**config.mk**
```make
export PLATFORM = sky130hd
export DESIGN_NAME = lock_sequencer
export DESIGN_NICKNAME = d
export VERILOG_FILES = /design/src/rtl/lock_pkg.sv /design/src/rtl/lock_timer.sv /design/src/rtl/lock_sequencer.sv
export SDC_FILE = /design/constraint.sdc
export NUM_CORES = 1
export LEC_CHECK = 0
export ABC_CLOCK_PERIOD_IN_PS = 3300
export BUFFER_PORTS_ARGS = -buffer_cell sky130_fd_sc_hd__buf_2
export CAP_MARGIN = 10
export CORE_MARGIN = 1.5
export CORE_UTILIZATION = 44
export CTS_CLUSTER_SIZE = 24
export DETAILED_ROUTE_END_ITERATION = 10
export MAX_ROUTING_LAYER = met4
export PLACE_DENSITY_LB_ADDON = 0.3
export REMOVE_ABC_BUFFERS = 1
export SETUP_SLACK_MARGIN = 0.1
export SLEW_MARGIN = 5
export SYNTH_ARGS = -nofsm -noshare
export SYNTH_HDL_FRONTEND = slang
export SYNTH_HIERARCHICAL = 1
export SYNTH_SLANG_ARGS = --single-unit
```
**constraint.sdc**
```tcl
create_clock -name clk -period 3.3 [get_ports clk]
set_clock_uncertainty 0.05 [all_clocks]
set_input_delay 0.33 -clock clk [delete_from_list [all_inputs] [get_ports clk]]
set_output_delay 0.33 -clock clk [all_outputs]
set_load 0.01 [all_outputs]
```
**src/rtl/lock_pkg.sv**
```systemverilog
// lock_pkg: key codes, FSM state encoding and sizing helpers shared by the lock sequencer
package lock_pkg;
  localparam int DIGITS = 6;
  localparam logic [3:0] KEY_ENTER = 4'hA;
  localparam logic [3:0] KEY_CLEAR = 4'hB;
  localparam logic [3:0] KEY_SET = 4'hC;
  typedef enum logic [2:0] {
    IDLE, ENTRY, CHECK, OPEN, LOCKOUT, SET_ENTRY, SET_WRITE
  } state_t;
  function automatic int timer_width(int a, int b);
    return $clog2((a > b ? a : b) + 1);
  endfunction
endpackage

```
**src/rtl/lock_timer.sv**
```systemverilog
// lock_timer: loadable down-counter; done is high once the count has reached zero
module lock_timer #(
  parameter int W = 14
) (
  input  logic         clk,
  input  logic         clr_n,
  input  logic         load,
  input  logic [W-1:0] load_val,
  output logic         done
);
  logic [W-1:0] cnt;
  always_ff @(posedge clk or negedge clr_n)
    if (!clr_n) cnt <= '0;
    else if (load) cnt <= load_val;
    else if (cnt != '0) cnt <= cnt - 1'b1;
  assign done = cnt == '0;
endmodule

```
**src/rtl/lock_sequencer.sv**
```systemverilog
// lock_sequencer: keypad entry, compare, unlock, lockout and password-change sequencing
module lock_sequencer
  import lock_pkg::*;
#(
  parameter int MAX_FAIL    = 3,
  parameter int OPEN_CYCLES = 1000,
  parameter int LOCK_CYCLES = 10000
) (
  input  logic        clk,
  input  logic        clr_n,
  input  logic        key_valid,
  input  logic [3:0]  key_code,
  input  logic        cmp_match,
  output logic [23:0] entry,
  output logic        cmp_en,
  output logic        pw_we,
  output logic        unlock,
  output logic        alarm,
  output logic [1:0]  fail_cnt,
  output logic [2:0]  state
);
  localparam int TW = timer_width(OPEN_CYCLES, LOCK_CYCLES);
  state_t st, st_n;
  logic [23:0] entry_n;
  logic [2:0] cnt, cnt_n;
  logic [1:0] fail_n, fail_inc;
  logic t_load, t_done, is_digit, full;
  logic [TW-1:0] t_val;
  assign is_digit = key_code <= 4'd9;
  assign full = cnt == 3'(DIGITS);
  assign fail_inc = fail_cnt == 2'd3 ? fail_cnt : fail_cnt + 2'd1;
  lock_timer #(.W(TW)) u_timer (
    .clk(clk), .clr_n(clr_n), .load(t_load), .load_val(t_val), .done(t_done)
  );
  always_ff @(posedge clk or negedge clr_n)
    if (!clr_n) begin
      st <= IDLE;
      entry <= '0;
      cnt <= '0;
      fail_cnt <= '0;
    end else begin
      st <= st_n;
      entry <= entry_n;
      cnt <= cnt_n;
      fail_cnt <= fail_n;
    end
  // cmp_en is issued with the ENTER strobe so cmp_match is ready during CHECK
  always_comb begin
    st_n = st;
    entry_n = entry;
    cnt_n = cnt;
    fail_n = fail_cnt;
    cmp_en = 1'b0;
    t_load = 1'b0;
    t_val = TW'(OPEN_CYCLES - 1);
    case (st)
      IDLE:
        if (key_valid && is_digit) begin
          entry_n = {20'd0, key_code};
          cnt_n = 3'd1;
          st_n = ENTRY;
        end
      ENTRY, SET_ENTRY:
        if (key_valid && is_digit && !full) begin
          entry_n = {entry[19:0], key_code};
          cnt_n = cnt + 3'd1;
        end else if (key_valid && key_code == KEY_CLEAR) begin
          entry_n = '0;
          cnt_n = '0;
          st_n = IDLE;
        end else if (key_valid && key_code == KEY_ENTER) begin
          if (full) begin
            cmp_en = st == ENTRY;
            st_n = st == ENTRY ? CHECK : SET_WRITE;
          end else if (st == ENTRY) begin
            entry_n = '0;
            cnt_n = '0;
          end
        end
      CHECK: begin
        entry_n = '0;
        cnt_n = '0;
        t_load = 1'b1;
        t_val = cmp_match ? TW'(OPEN_CYCLES - 1) : TW'(LOCK_CYCLES - 1);
        fail_n = cmp_match ? 2'd0 : fail_inc;
        st_n = cmp_match ? OPEN : (32'(fail_inc) == MAX_FAIL ? LOCKOUT : IDLE);
      end
      OPEN:
        if (key_valid && key_code == KEY_SET) begin
          entry_n = '0;
          cnt_n = '0;
          st_n = SET_ENTRY;
        end else if (t_done) st_n = IDLE;
      LOCKOUT:
        if (t_done) begin
          fail_n = '0;
          st_n = IDLE;
        end
      SET_WRITE: begin
        entry_n = '0;
        cnt_n = '0;
        st_n = IDLE;
      end
      default: st_n = IDLE;
    endcase
  end
  assign pw_we = st == SET_WRITE;
  assign unlock = st == OPEN;
  assign alarm = st == LOCKOUT;
  assign state = st;
endmodule

```
==> summary.md, run 1 <==
| Metric | Value |
|---|---|
| Max-cap violations | 0 |
| Critical path fanouts, max | 6 |
| Synth unique cells | 56 |
| Final worst-path cycle share | 70.45% |
| Global route total overflow | 0 |
| Fin Setup TNS | 0 ns |
| Comb pwr share | 32.4% |
| Post-synth ARST share | 100.0% |
| Pwr/cell area | 660.2 nW/um2 |
| Die ar. | 5891 um2 |
| CTS tree | done |
| Crit path DAT | 2.46 ns |
| Syn Area/Cell | 11.08 um2 |
| Crit path time final | 2.325 ns |
| Top-count cell post-synth | dfrtp_1 |
| Register area share after synthesis | between 40 and 50% |
| CTS sink count | 46 |
| Slew @ Worst Pin | a little over 1 ns |
| Compound-cell area share of the yosys netlist | 21.43% |
| Worst Hold Class | input pin to asynchronous set/reset pin |
| Ant. Diodes | 0 |
| Final setup vio count | 0 |
| Root buf cell | clkbuf_8 |
| DIE WIDTH | ~77 um |
| Worst-Skew Late Latency | roughly 0.3 ns |
| Largest family of logic cells by synthesized area | compound AO/OA/AOI/OAI gates |
| RSZ-0062 raised after global routing | false |
| Via count | about 1.8k |
| P&R area growth vs syn | 15.26% |
| Fill count | a little under 500 |
| Status | finished clean |
| Detailed-route DRC error count | 0 |
| Ranking of synthesized cells by area | dfrtp_1, a22o_1, mux2_2 |
| Avg Vias per Cell | around 5.3 |
| Int Pwr | 1.156 mW |
| Reg2Reg Depth | 6 |
| CP Launch Point | u_timer/cnt[4]$_DFFE_PN0P_ |
| Critical Path End | fail_cnt[0]$_DFFE_PN0P_ |
| R2R Setup Slk | 0.98 ns |
| Critical path required time | 3.43 ns |
| Finished Core Util | 53.34% |
| Simple-Gate Fraction of Synth Area | about 17% |
| Adder-cell share of the synthesized area | 1.568% |
| Highest Clock Rate | 430.1 MHz |
| DP Worst Slack | 0.9843 ns |
| Cells after Synth | 216 |
| Ys flop type | dfrtp_1 |
| Hold buffers post-CTS | 0 |
| Worst r2r src | u_timer/cnt[4]$_DFFE_PN0P_ |
| Max clock buf depth | 2 |
| Initial antenna violation count | 0 |
| Placer congestion estimate | 0.8059 |
| P_leak | 1.288 nW |
| Multi-input gate area | 1175 um2 |
| Syn Std Cell Area | 2394 um2 |
| Setup bufs post-CTS | 0 |
| IR drop worst, VDD | 296.2 uV |
| Synth Warn # | 6 |
| Switch share | 36.55% |
| Register area | 1151 um2 |
| Top cell type's share of synthesized area | 48.09% |
| Proportion of synthesized area in mux cells | 3.659% |
| Number of synthesized flops with an enable pin | 0 |
| Final WL | 4.678 mm |
| Synth Register Bits | 46 |
| H-tree Lvls | 2 |
| Worst Setup End Kind | register |
| Post-DP HPWL | 3.235 mm |
| # IOs | 41 |
| Post-route ant nets | 0 |
| Clk slew on worst S/H paths | about 0.090 ns |
| Vias in the first global route | 1,654 |
| Sequential Power Share | 48.1% |
| Synth area leader | dfrtp_1 |
| Initial cell density of the core | 46.27% |
| CTS Buf Count | 5 |
| Slew Viols, Final | 0 |
| Critical path type | register to register |
| 1st-iter DRT viols | 88 |
| Layout cells sized above 1 | 29.28% |
| Sw Pwr | 0.6657 mW |
| Port Buffers | 40 |
| Post-Synth XOR/XNOR Area | about 4.0% |
| Initial DRT Pass Iterations | 4 |
| Final Worst Setup Slack | 0.9750 ns |
| Largest net degree at the start of global routing | 47 |
| Fin. Hold Viols | 0 |
| CP Launch Type | register |
| Post-CTS resize count | 0 |
| Core area | 5172 um2 |
| Reg2reg end | fail_cnt[0]$_DFFE_PN0P_ |
| Rows | 26 |
| Global-route wire length before repair | 8.128 mm |
| Most instantiated cells after synthesis | dfrtp_1, a22o_1, nand2_1, o21ai_0, nor2_1 |
| Die Ht | 76.76 um |
| DR WL/cell | 14.05 um |
| GRT Util Overall | between 10% and 20% |
| Clock share of power | between 10% and 20% |
| Fin nets | 273 |
| Max transition margin | between 30% and 40% |
==> power groups by stage <==
stage                     Combinational [mW]  Sequential (mW)  Clock (mW)
after floorplan                        0.365            0.900           0
after global placement                 0.587            0.879           0
after detailed placement               0.595            0.887           0
after CTS                              0.598            0.877       0.368
after global routing                   0.653            0.906       0.391
final                                  0.591            0.877       0.354
==> how the worst min path moves through the flow <==
stage | start | endpoint | slack, ns | cells past startpoint
after detailed placement | entry[20]$_DFFE_PN0P_ | entry[20]$_DFFE_PN0P_ | 0.43 | 1
after global routing | clr_n | u_timer/cnt[8]$_DFFE_PN0P_ | 0.26 | 1
final | clr_n | u_timer/cnt[6]$_DFFE_PN0P_ | 0.15 | 1
after global placement | entry[23]$_DFFE_PN0P_ | entry[23]$_DFFE_PN0P_ | 0.43 | 1
after CTS | clr_n | entry[17]$_DFFE_PN0P_ | 0.20 | 1
after floorplan | clr_n | cnt[0]$_DFFE_PN0P_ | -0.02 | 0
==> layout make-up <==
class | count | share of cell area [%]
tap | 70 | 3.175
clock buffer | 5 | 2.494
clock inverter | 3 | 0.8617
sequential | 46 | 41.72
inverter | 8 | 1.088
multi-input combinational | 158 | 42.59
timing repair buffer | 43 | 8.073
==> state kept, by name (all words and copies together), names as in the netlist <==
signal,cells
u_timer/cnt,14
fail_cnt,2
entry,24
cnt,3
state,3
==> kinds of logic (layout without fill, tap and decap cells) <==
| family | Yosys count | in the layout |
|---|---|---|
| compound gates | 63 | 63 |
| xor+xnor | 11 | 11 |
| fa+ha+maj | 3 | 3 |
| buf+inv | 18 | 59 |
| flops | 46 | 46 |
| mux | 8 | 8 |
| other cells | 2 | 8 |
| simple gates | 65 | 65 |
==> per-stage QoR <==
| step | area (um2) | power [mW] | cells | hold WS, ns |
|---|---|---|---|---|
| after floorplan | 2356 | 1.265 | 212 | -0.01559 |
| after global placement | 2666 | 1.467 | 325 | 0.4288 |
| after detailed placement | 2666 | 1.482 | 325 | 0.4309 |
| after CTS | 2759 | 1.843 | 333 | 0.1972 |
| after global routing | 2759 | 1.951 | 333 | 0.2637 |
| final | 2759 | 1.822 | 333 | 0.1522 |
==> critical path, stage by stage (launching register included) <==
cell      delay (ns)
dfrtp_1         0.45
or4_4           0.59
nor2_1          0.19
and3_1          0.22
nand3b_1        0.09
a21oi_1         0.26
mux2_2          0.37
==> per-layer routing <==
metal / track usage (%) / vias to the layer above / wire [um]
li1: - / 873 / -
met1: 24.50 / 865 / 2351
met2: 26.55 / 39 / 2121
met3: 3.690 / 2 / 169
met4: 4.444 / 0 / 35
met5: - / - / 0
==> cells in the final DEF, fill, tap and decap left out, types with 6 or more instances in the layout <==
cell,count
mux2_2,6
xnor2_1,7
nor2_1,10
inv_1,8
buf_2,40
nand2_1,15
o21ai_0,11
conb_1,8
a22o_1,19
dfrtp_1,46
Power figures use the tool's default switching activity.
==> run 2: changes to the inputs <==
ABC_CLOCK_PERIOD_IN_PS = 2200   (was 3300)
clock period = 2.2 ns   (was 3.3 ns; I/O delays follow)
==> run 2 against run 1 <==
Flip-flop and latch count unchanged. Worst setup slack lost 0.78 ns. Die area stayed put. Sequential power rose by 46%. Via count up 3.0%. Critical path depth is the same. Core utilization increased by 3.1 points. Wire length rose by 2.0%. Final cell count up 5.1%. First-iteration DRC count decreased by 38%. Power increased by 55%. Highest routed layer unchanged.
==> summary.md, run 2 (synthesized netlist as in run 1, its figures left out) <==
| Metric | Value |
|---|---|
| DP Area | 2776 um2 (was 2666 um2) |
| Final Worst Setup Slack | 0.1957 ns (was 0.9750 ns) |
| 1st-iter DRT viols | 55 (was 88) |
| Ant. Diodes | 0 (unchanged) |
| GRT Util Overall | 18.03% (was 17.70%) |
| P_leak | 1.371 nW (was 1.288 nW) |
| IR drop worst, VDD | 601.1 uV (was 296.2 uV) |
| Final worst-path cycle share | 91.10% (was 70.45%) |
| Worst Hold Class | input pin to register (was input pin to asynchronous set/reset pin) |
| Cell at the slowest stage of the critical path | or4_4 (unchanged) |
| Commonest non-fill, non-tap cell in the layout | dfrtp_1 (unchanged) |
| Most frequent cells in the layout | dfrtp_1, buf_2, a22o_1 (unchanged) |
| Die ar. | 5891 um2 (unchanged) |
| Fin nets | 290 (was 273) |
| # IOs | 41 (unchanged) |
| Critical path required time | 2.34 ns (was 3.43 ns) |
| Hold_sp | cmp_match |
| Fin. Hold Viols | 0 (unchanged) |
| Crit path DAT | 2.14 ns (was 2.46 ns) |
| CTS sink count | 46 (unchanged) |
| Largest Register | entry (unchanged) |
| Fin area | 2919 um2 (was 2759 um2) |
| Placer congestion estimate | 0.7982 (was 0.8059) |
| DP Worst Slack | 0.09129 ns (was 0.9843 ns) |
| RSZ-0062 raised after global routing | true (was false) |
| Dpl cells | 338 (was 325) |
| CTS tree | done (unchanged) |
| DR WL/cell | 13.63 um (was 14.05 um) |
| Clock share of power | 18.6% (was 19.4%) |
| P&R area growth vs syn | 21.96% (was 15.26%) |
| Post-route ant nets | 0 (unchanged) |
| Global-route wire length before repair | 8.266 mm (was 8.128 mm) |
| Pwr/cell area | 967.9 nW/um2 (was 660.2 nW/um2) |
| Vias in the first global route | 1,723 (was 1,654) |
| Finished Core Util | 56.43% (was 53.34%) |
| Status | finished clean (unchanged) |
| Initial antenna violation count | 0 (unchanged) |
| Critical path type | register to register (unchanged) |
| Root buf cell | clkbuf_8 (unchanged) |
| Initial DRT Pass Iterations | 4 (unchanged) |
| Int Pwr | 1.807 mW (was 1.156 mW) |
| CTS Buf Count | 5 (unchanged) |
| Max-cap violations | 0 (unchanged) |
| Worst-Skew Late Latency | 0.30 ns (about the same) |
| Detailed-route DRC error count | 0 (unchanged) |
| Die Ht | 76.76 um (unchanged) |
| Highest Clock Rate | 498.9 MHz (was 430.1 MHz) |
| Finished Layout Cells | 350 (was 333) |
| CP Launch Point | u_timer/cnt[4]$_DFFE_PN0P_ (unchanged) |
| Initial cell density of the core | 46.27% (unchanged) |
| Post-DP HPWL | 3.430 mm (was 3.235 mm) |
| Cell Chain, Critical Path | or4_4, nor2_4, and3_4, nand3b_1, a21oi_2, mux2_2 (was or4_4, nor2_1, and3_1, nand3b_1, a21oi_1, mux2_2) |
| Core area | 5172 um2 (unchanged) |
| Max incr delay on CP | 0.57 ns (was 0.59 ns) |
| Sw Pwr | 1.019 mW (was 0.6657 mW) |
| Switch share | 36.06% (was 36.55%) |
| Critical path's top delay family | simple AND/OR/NAND/NOR gates (unchanged) |
| Crit path time final | 2.004 ns (was 2.325 ns) |
| Via count | 1,833 (was 1,779) |
| CP Launch Type | register (unchanged) |
| Worst Setup End Kind | register (unchanged) |
| Avg Vias per Cell | 5.237 (was 5.342) |
| Layout cells sized above 1 | 34.64% (was 29.28%) |
| Buf+Inv Stages, Crit Path | 0 (unchanged) |
| Rows | 26 (unchanged) |
| Largest net degree at the start of global routing | 23 (was 47) |
| Clk slew on worst S/H paths | 0.09 ns (about the same) |
| DIE WIDTH | 76.76 um (unchanged) |
| Biggest regs | entry: 24 flops, u_timer/cnt: 14 flops (unchanged) |
| Sequential Power Share | 45.4% (was 48.1%) |
| Max reg flops | 24 (unchanged) |
| Critical path fanouts, max | 3 (was 6) |
| Final setup vio count | 0 (unchanged) |
| Comb pwr share | 36.0% (was 32.4%) |
| Final WL | 4.771 mm (was 4.678 mm) |
| Max clock buf depth | 2 (unchanged) |
| Fin Setup TNS | 0 ns (unchanged) |
| Worst r2r src | u_timer/cnt[4]$_DFFE_PN0P_ (unchanged) |
| Global route total overflow | 0 (unchanged) |
| Port Buffers | 40 (unchanged) |
| Slew Viols, Final | 0 (unchanged) |
| H-tree Lvls | 2 (unchanged) |
-- run 2: worst min-delay path, delay by kind of cell --
| kind | cells | cell delay, ns |
|---|---|---|
| simple gates | 1 | 0.12 |
| compound gates | 1 | 0.07 |
| buf+inv | 1 | 0.11 |
-- run 2: what timing repair did --
action,in CTS,in global routing
setup buffers,0,3
hold buffers,1,0
pin swaps,0,3
endpoints found under the hold margin,20,0
resized for setup,1,4
setup endpoints to repair,1,3
-- run 2: worst paths after layout --
check	end	slack [ns]	cells past startpoint
worst max-delay path	fail_cnt[0]$_DFFE_PN0P_	0.20	6
worst min-delay path	fail_cnt[1]$_DFFE_PN0P_	0.21	3
worst max register to register	fail_cnt[0]$_DFFE_PN0P_	0.20	6
worst min register to register	entry[22]$_DFFE_PN0P_	0.45	1
max in group asynchronous	entry[1]$_DFFE_PN0P_	1.17	3
min in group asynchronous	u_timer/cnt[11]$_DFFE_PN0P_	0.36	2
-- run 2: cell type report --
| cell class | count | area, um2 |
|---|---|---|
| fill | 457 | 2253 |
| multi-input combinational | 158 | 1192 |
| sequential | 46 | 1151 |
| timing repair buffer | 60 | 365.4 |
| tap | 70 | 87.58 |
| clock buffer | 5 | 68.82 |
| inverter | 8 | 30.03 |
| clock inverter | 3 | 23.77 |
-- run 2: power by group through the flow --
stage | sequential (mW) | combinational [mW] | clock (mW)
after floorplan | 1.35 | 0.547 | 0
after global placement | 1.29 | 0.968 | 0
after detailed placement | 1.30 | 0.993 | 0
after CTS | 1.28 | 0.996 | 0.549
after global routing | 1.32 | 1.12 | 0.582
final | 1.28 | 1.02 | 0.526
-- run 2: per-stage QoR --
step	hold WS, ns	power [mW]
finish	0.2078	2.825
global route	0.2148	3.027
CTS	0.1969	2.829
detailed placement	0.1628	2.290
global placement	0.1571	2.253
floorplan	-0.1256	1.897
-- run 2: per-layer routing --
layer / track usage [%] / wire length (um)
met1: 24.03 / 2347
met2: 27.17 / 2187
met3: 3.571 / 151
met4: 6.852 / 86
met5: - / 0
==> run 3: changes to the inputs <==
ABC_CLOCK_PERIOD_IN_PS = 2140   (was 2200)
clock period = 2.14 ns   (was 2.2 ns; I/O delays follow)
==> run 3 against run 2 <==
Combinational power grew 4%. Sequential share of layout area is 0.48 points lower. Non-clock buffer count is 1 lower. Largest power group unchanged. Highest routed layer unchanged.
==> summary.md, run 3 (synthesized netlist as in run 1, its figures left out) <==
| Metric | Value |
|---|---|
| Largest Register | entry (unchanged) |
| Crit path DAT | 2.19 ns (was 2.14 ns) |
| Max-cap violations | 0 (unchanged) |
| Root buf cell | clkbuf_8 (unchanged) |
| Crit path time final | 2.038 ns (was 2.004 ns) |
| Post-DP HPWL | 3.434 mm (was 3.430 mm) |
| Most frequent cells in the layout | dfrtp_1, buf_2, a22o_1 (unchanged) |
| Critical path required time | 2.29 ns (was 2.34 ns) |
| Pwr/cell area | 1035 nW/um2 (was 967.9 nW/um2) |
| Ant. Diodes | 0 (unchanged) |
| Max clock buf depth | 2 (unchanged) |
| Status | finished clean (unchanged) |
| Biggest regs | entry: 24 flops, u_timer/cnt: 14 flops (unchanged) |
| Critical path fanouts, max | 3 (unchanged) |
| 1st-iter DRT viols | 71 (was 55) |
| IR drop worst, VDD | 614.1 uV (was 601.1 uV) |
| Die ar. | 5891 um2 (unchanged) |
| # IOs | 41 (unchanged) |
| Reg2Reg Depth | 6 (unchanged) |
| Final setup vio count | 0 (unchanged) |
| CP Launch Point | u_timer/cnt[7]$_DFFE_PN0P_ (was u_timer/cnt[4]$_DFFE_PN0P_) |
| Final WL | 5.031 mm (was 4.771 mm) |
| Detailed-route DRC error count | 0 (unchanged) |
| Post-route ant nets | 0 (unchanged) |
| R2R Setup Slk | 0.10 ns (was 0.20 ns) |
| Critical path type | register to register (unchanged) |
| Critical Path End | fail_cnt[0]$_DFFE_PN0P_ (unchanged) |
| CP Launch Type | register (unchanged) |
| Clk slew on worst S/H paths | 0.09 ns (about the same) |
| Avg Vias per Cell | 5.437 (was 5.237) |
| Highest Clock Rate | 490.8 MHz (was 498.9 MHz) |
| Layout cells sized above 1 | 34.64% (unchanged) |
| Via count | 1,903 (was 1,833) |
| Worst Setup End Kind | register (unchanged) |
| Max reg flops | 24 (unchanged) |
| DIE WIDTH | 76.76 um (unchanged) |
| Global route total overflow | 0 (unchanged) |
| Worst Hold Class | input pin to register (unchanged) |
| CTS Buf Count | 5 (unchanged) |
| Core area | 5172 um2 (unchanged) |
| Initial antenna violation count | 0 (unchanged) |
| P_leak | 1.390 nW (was 1.371 nW) |
| Port Buffers | 40 (unchanged) |
| Final worst-path cycle share | 95.21% (was 91.10%) |
| Reg2reg end | fail_cnt[0]$_DFFE_PN0P_ (unchanged) |
| Final hold slack | 0.2029 ns (was 0.2078 ns) |
| Placer congestion estimate | 0.8090 (was 0.7982) |
| Final Worst Setup Slack | 0.1024 ns (was 0.1957 ns) |
| H-tree Lvls | 2 (unchanged) |
| GRT Util Overall | 19.01% (was 18.03%) |
| Global-route wire length before repair | 8.583 mm (was 8.266 mm) |
| Initial DRT Pass Iterations | 6 (was 4) |
| Fill count | 453 (was 457) |
| P&R area growth vs syn | 23.47% (was 21.96%) |
| Worst-Skew Late Latency | 0.30 ns (about the same) |
| RSZ-0062 raised after global routing | true (unchanged) |
| CTS tree | done (unchanged) |
| Vias in the first global route | 1,813 (was 1,723) |
| Commonest non-fill, non-tap cell in the layout | dfrtp_1 (unchanged) |
| Fin. Hold Viols | 0 (unchanged) |
| Slew Viols, Final | 0 (unchanged) |
| Max transition margin | 65.63% |
| Fin area | 2955 um2 (was 2919 um2) |
| DR WL/cell | 14.37 um (was 13.63 um) |
| Fin nets | 290 (unchanged) |
| Worst r2r src | u_timer/cnt[7]$_DFFE_PN0P_ (was u_timer/cnt[4]$_DFFE_PN0P_) |
| DP Area | 2776 um2 (unchanged) |
| CTS sink count | 46 (unchanged) |
| Finished Core Util | 57.14% (was 56.43%) |
| Die Ht | 76.76 um (unchanged) |
| Rows | 26 (unchanged) |
| DP Worst Slack | 0.02723 ns (was 0.09129 ns) |
| Slew @ Worst Pin | 0.5156 ns |
| Largest net degree at the start of global routing | 27 (was 23) |
| Initial cell density of the core | 46.27% (unchanged) |
run 3: where the power goes:
part / leakage [nW] / switching (mW) / internal [mW]
sequential: 0.578 / 0.220 / 1.10
clock: 0.0563 / 0.320 / 0.356
combinational: 0.755 / 0.537 / 0.525
total: 1.39 / 1.08 / 1.98
run 3: critical path, cell delays in order (launching register included):
cell,delay [ns]
dfrtp_1,0.39
or4_4,0.57
nor2_4,0.11
and3_4,0.18
nand3b_1,0.10
a21oi_2,0.19
mux2_2,0.34
run 3: metrics by stage:
stage	std cells	total power, mW	setup TNS, ns
after floorplan	212	1.951	-0.01787
after global placement	338	2.319	0
after detailed placement	338	2.357	0
after CTS	347	3.044	0
after global routing	350	3.286	0
final	350	3.059	0
run 3: area by class of cell:
cell class | count | area, um2 | share of cell area [%]
Clock buffer | 5 | 68.82 | 2.329
Inverter | 8 | 30.03 | 1.016
Sequential cell | 46 | 1151 | 38.95
Tap cell | 70 | 87.58 | 2.964
Multi-Input combinational cell | 159 | 1211 | 40.98
Timing Repair Buffer | 59 | 357.8 | 12.11
Clock inverter | 3 | 48.80 | 1.651
run 3: how the worst min path moves through the flow:
stage / startpoint / end / slack [ns] / depth (start not counted)
after CTS: cmp_match / fail_cnt[1]$_DFFE_PN0P_ / 0.19 / 3
after floorplan: clr_n / cnt[0]$_DFFE_PN0P_ / -0.13 / 0
after detailed placement: clr_n / fail_cnt[0]$_DFFE_PN0P_ / 0.17 / 1
after global routing: cmp_match / fail_cnt[1]$_DFFE_PN0P_ / 0.20 / 3
after global placement: clr_n / fail_cnt[0]$_DFFE_PN0P_ / 0.16 / 1
final: cmp_match / fail_cnt[1]$_DFFE_PN0P_ / 0.20 / 3
run 3: routing by layer:
layer | GRT usage, % | vias up | wire (um)
met2 | 30.35 | 41 | 2394
li1 | - | 913 | -
met1 | 23.93 | 940 | 2368
met5 | - | - | 0
met4 | 7.222 | 0 | 95
met3 | 3.690 | 9 | 172
run 3: what timing repair did:
action,4_1_cts,5_1_grt
pin swaps,3,1
hold buffers,1,0
endpoints found under the hold margin,20,0
gates resized for setup,4,2
cloned,0,1
setup endpoints to repair,1,21
setup buffers,0,2
